File: config.mk
export PLATFORM = sky130hd
export DESIGN_NAME = vga_sync_out
export DESIGN_NICKNAME = d
export VERILOG_FILES = /design/src/rtl/vga_sync_out.sv
export SDC_FILE = /design/constraint.sdc
export NUM_CORES = 1
export LEC_CHECK = 0
export ABC_AREA = 1
export BUFFER_PORTS_ARGS = -buffer_cell sky130_fd_sc_hd__buf_2
export CAP_MARGIN = 20
export CORE_MARGIN = 2
export CORE_UTILIZATION = 53
export CTS_CLUSTER_DIAMETER = 40
export CTS_CLUSTER_SIZE = 25
export DETAILED_ROUTE_END_ITERATION = 7
export GPL_ROUTABILITY_DRIVEN = 0
export PLACE_DENSITY = 0.75
export SLEW_MARGIN = 20
export SYNTH_ARGS = -nofsm -noshare
export SYNTH_HDL_FRONTEND = slang
export SYNTH_SLANG_ARGS = --single-unit
File: constraint.sdc
create_clock -name clk -period 1.83 [get_ports clk]
set_clock_uncertainty 0.1 [all_clocks]
set_input_delay 0.2745 -clock clk [delete_from_list [all_inputs] [get_ports clk]]
set_output_delay 0.2745 -clock clk [all_outputs]
set_load 0.01 [all_outputs]
File: src/rtl/vga_sync_out.sv
// VGA timing master and pin-side output stage: pixel tick, pixel coordinates, frame tick,
// and registered hsync/vsync/rgb aligned so that sync and colour for a pixel leave together.
module vga_sync_out #(
    parameter int unsigned H_DISPLAY   = 640,
    parameter int unsigned H_FRONT     = 16,
    parameter int unsigned H_SYNC      = 96,
    parameter int unsigned H_BACK      = 48,
    parameter int unsigned V_DISPLAY   = 480,
    parameter int unsigned V_FRONT     = 10,
    parameter int unsigned V_SYNC      = 2,
    parameter int unsigned V_BACK      = 33,
    parameter int unsigned CLK_DIV     = 2,
    parameter logic        SYNC_ACTIVE = 1'b0
) (
    input  logic       clk,
    input  logic       reset,
    output logic       p_tick,
    output logic [9:0] pix_x,
    output logic [9:0] pix_y,
    output logic       video_on,
    output logic       frame_tick,
    input  logic [2:0] rgb_in,
    output logic       vga_hsync,
    output logic       vga_vsync,
    output logic [2:0] vga_rgb
);

    localparam int unsigned H_TOTAL = H_DISPLAY + H_FRONT + H_SYNC + H_BACK;
    localparam int unsigned V_TOTAL = V_DISPLAY + V_FRONT + V_SYNC + V_BACK;
    localparam int unsigned DIV_W   = (CLK_DIV > 1) ? $clog2(CLK_DIV) : 1;

    localparam logic [DIV_W-1:0] DIV_LAST = DIV_W'(CLK_DIV - 1);
    localparam logic [9:0] H_LAST   = 10'(H_TOTAL - 1);
    localparam logic [9:0] V_LAST   = 10'(V_TOTAL - 1);
    localparam logic [9:0] H_VIS    = 10'(H_DISPLAY);
    localparam logic [9:0] V_VIS    = 10'(V_DISPLAY);
    localparam logic [9:0] HS_START = 10'(H_DISPLAY + H_FRONT);
    localparam logic [9:0] HS_END   = 10'(H_DISPLAY + H_FRONT + H_SYNC - 1);
    localparam logic [9:0] VS_START = 10'(V_DISPLAY + V_FRONT);
    localparam logic [9:0] VS_END   = 10'(V_DISPLAY + V_FRONT + V_SYNC - 1);

    logic [DIV_W-1:0] div_cnt;
    logic [9:0]       h_cnt;
    logic [9:0]       v_cnt;
    logic             h_last;
    logic             v_last;
    logic             hs_raw;
    logic             vs_raw;

    // With CLK_DIV=1 the divider is a constant-zero register and p_tick stays high.
    assign p_tick = (div_cnt == DIV_LAST);

    always_ff @(posedge clk or posedge reset) begin
        if (reset) begin
            div_cnt <= '0;
        end else if (p_tick) begin
            div_cnt <= '0;
        end else begin
            div_cnt <= div_cnt + 1'b1;
        end
    end

    assign h_last = (h_cnt == H_LAST);
    assign v_last = (v_cnt == V_LAST);

    always_ff @(posedge clk or posedge reset) begin
        if (reset) begin
            h_cnt <= '0;
            v_cnt <= '0;
        end else if (p_tick) begin
            if (h_last) begin
                h_cnt <= '0;
                v_cnt <= v_last ? 10'd0 : v_cnt + 10'd1;
            end else begin
                h_cnt <= h_cnt + 10'd1;
            end
        end
    end

    assign pix_x      = h_cnt;
    assign pix_y      = v_cnt;
    assign video_on   = (h_cnt < H_VIS) && (v_cnt < V_VIS);
    assign frame_tick = p_tick && h_last && (v_cnt == V_VIS);

    assign hs_raw = ((h_cnt >= HS_START) && (h_cnt <= HS_END)) ? SYNC_ACTIVE : ~SYNC_ACTIVE;
    assign vs_raw = ((v_cnt >= VS_START) && (v_cnt <= VS_END)) ? SYNC_ACTIVE : ~SYNC_ACTIVE;

    // One pixel of latency; sync goes through the same register stage as colour.
    always_ff @(posedge clk or posedge reset) begin
        if (reset) begin
            vga_rgb   <= 3'b000;
            vga_hsync <= ~SYNC_ACTIVE;
            vga_vsync <= ~SYNC_ACTIVE;
        end else if (p_tick) begin
            vga_rgb   <= video_on ? rgb_in : 3'b000;
            vga_hsync <= hs_raw;
            vga_vsync <= vs_raw;
        end
    end

endmodule

==> flow_metrics.py <==
metrics = {
    "status": {
        "status": "complete, but fails checks",
        "failed_checks": "setup timing",
    },
    "timing": {
        "min_period_ns": 1.89,
        "min_period_over_period_pct": 103,
        "hold_viol_final": 0,
        "setup_ws_ns": -0.0566,
        "rsz0062_at_grt": "yes",
        "fmax_ghz": 0.530,
        "slew-limit-headroom_pct": 77.8,
        "fin_tns_setup_ns": -0.0566,
        "final_max_slew_viol_count": 0,
        "worstMarginPinSlew_ns": 0.334,
        "setup_violations": 1,
    },
    "floorplanning": {
        "core-area_um2": 2730,
        "die_area_um2": 3280,
        "io_pins": 33,
        "die_w_um": 57.3,
        "start_util_pct": 55.0,
        "fp.dieH_um": 57.3,
        "rows": 19,
    },
    "finish": {
        "final_cell_mix": "43 x nand2_1, 32 x buf_2, 26 x buf_4",
        "antenna_cells_inserted": 0,
        "nets": 260,
        "final_util_pct": 71.4,
        "layout_commonest_cell": "nand2_1",
        "drive_gt1_share_pct": 36.0,
        "design_area_um2": 1950,
        "syn_to_final_growth_pct": 29.8,
    },
    "synth": {
        "synth_nets": 199,
        "syn_inst": 190,
        "yosys_warnings": 0,
        "yosysSeqAreaShare_pct": 43.4,
        "yosys_register_bits": 26,
        "syn_area_per_cell_um2": 7.92,
        "synthesis.area_um2": 1500,
        "synth_cell_types": 27,
    },
    "clock_tree": {
        "cts_sinks": 26,
        "cts_max_path_buffers": 2,
        "cts_max_level": 1,
        "clk_latency_ns": 0.33,
        "cts_tree": "built",
        "numCtsBuffers": 3,
        "cts-root-buf": "clkbuf_4",
        "clk_pin_slew_ns": 0.15,
    },
    "min_path": {
        "hold_path_class": "in2reg",
    },
    "detailed_routing": {
        "vias": 1488,
        "first_pass_iters": 7,
        "drt_iter0_drc": 63,
        "antenna_left": 0,
        "finalWirelength_um": 3790,
        "drc_errors": 0,
        "wl_per_cell_um": 13.5,
        "avgViaCountPerCell": 5.30,
    },
    "worst_setup_path": {
        "cp_data_arrival_time_ns": 1.51,
        "worstPathMaxFanout": 2,
        "cp-start-kind": "flop",
        "crit_required_ns": 1.46,
        "critPathKind": "reg2out",
        "worstSetupEndpointType": "primary output",
    },
    "placed_design": {
        "place_area_um2": 1740,
        "preCtsSetupSlack_ns": 0.196,
        "hpwl_um": 2570,
        "portBuffers": 32,
    },
    "grt": {
        "grt_first_pass_wirelength_um": 5970,
        "grt_pass1_vias": 1368,
        "grt_max_degree": 27,
        "overflow": 0,
        "antenna_found_initial": 0,
        "track_usage_pct": 23.4,
    },
    "job": {
        "cap_violations": 0,
    },
    "pwr": {
        "power_density_nw_per_um2": 516,
        "p_leak_nw": 1.04,
        "ir_drop_mv": 0.532,
    },
}
routing by layer:
layer / up-vias / part of all wire [%] / global-route usage [%]
met1: 704 / 42 / 28.4
met5: - / 0 / 0
met2: 53 / 52 / 41.9
met4: 0 / 1.5 / 10.3
li1: 725 / - / -
met3: 6 / 4.7 / 2.49
registers in the layout (all words and copies together) (netlist names):
name       count
vga_rgb        3
pix_y         10
vga_vsync      1
pix_x         10
vga_hsync      1
p_tick         1
cells in the mapped netlist, drive strengths merged:
library cell | number | area, um^2
nor3 | 4 | 25.0
nand2 | 48 | 193
inv | 29 | 111
ha | 4 | 50.1
xor2 | 5 | 43.8
nand4 | 10 | 62.6
clkbuf | 1 | 3.75
buf | 2 | 16.3
o21ai | 14 | 85.1
nor2 | 23 | 118
nor4 | 1 | 6.26
a21oi | 4 | 20.0
dfrtp | 24 | 601
nand3 | 16 | 92.6
a31oi | 1 | 6.26
dfstp | 2 | 52.6
xnor2 | 2 | 17.5
critical path: stages, from the launching register on:
cell and delay [ns]:
dfrtp_1 0.39, ha_1 0.17, inv_1 0.07, nor2_4 0.09
nand4_1 0.15, nor3_2 0.17, buf_2 0.16
cell type report:
type,instances,area [um^2]
repair buffers,59,365
inverters,29,111
multi-input cells,132,729
flip-flops and latches,26,654
clock buffers,3,22.5
well taps,31,38.8
clock inverters,1,30.0
fillers,210,782
power breakdown:
group          internal (mW)  switching [mW]
clock network          0.222           0.179
registers              0.578         0.00171
logic                0.00974          0.0172
total                  0.810           0.198
path summary, 6_finish.rpt:
check | slack [ns] | start | to | cells past startpoint
max in group asynchronous | 0.93 | reset | vga_hsync | 4
worst min register to register | 0.42 | vga_hsync | vga_hsync | 2
min in group asynchronous | 0.40 | reset | pix_y[1] | 4
worst max register to register | 0.24 | pix_x[0] | pix_y[6] | 9
worst min-delay path | 0.09 | rgb_in[1] | vga_rgb[1] | 3
worst max-delay path | -0.06 | pix_x[0] | frame_tick | 6
metrics by stage:
stage               hold slack [ns]  cells  total power [mW]
global placement              0.242    257             0.616
CTS                          0.0941    271              1.01
detailed placement            0.247    257             0.617
global route                 0.0872    281              1.03
floorplan                     0.213    190             0.603
finish                       0.0939    281              1.01
repair_timing:
item | in CTS | in global routing
hold endpoints to repair | 24 | 0
gates cloned | 0 | 0
setup endpoints to repair | 2 | 2
pin swaps | 5 | 3
hold buffers | 1 | 0
gates resized for setup | 2 | 5
buffers inserted | 9 | 10
logic make-up (layout without fill, tap and decap cells):
family / Yosys count / in the layout / share of synthesized area (%)
flip-flops: 26 / 26 / 43.4
AO/OA/AOI/OAI: 19 / 19 / 7.40
adder cells (fa/ha/maj): 4 / 4 / 3.33
XOR/XNOR: 7 / 7 / 4.08
buffers and inverters: 32 / 92 / 8.74
AND/OR/NAND/NOR: 102 / 102 / 33.0
No activity file was read; power rests on OpenSTA's default activity.
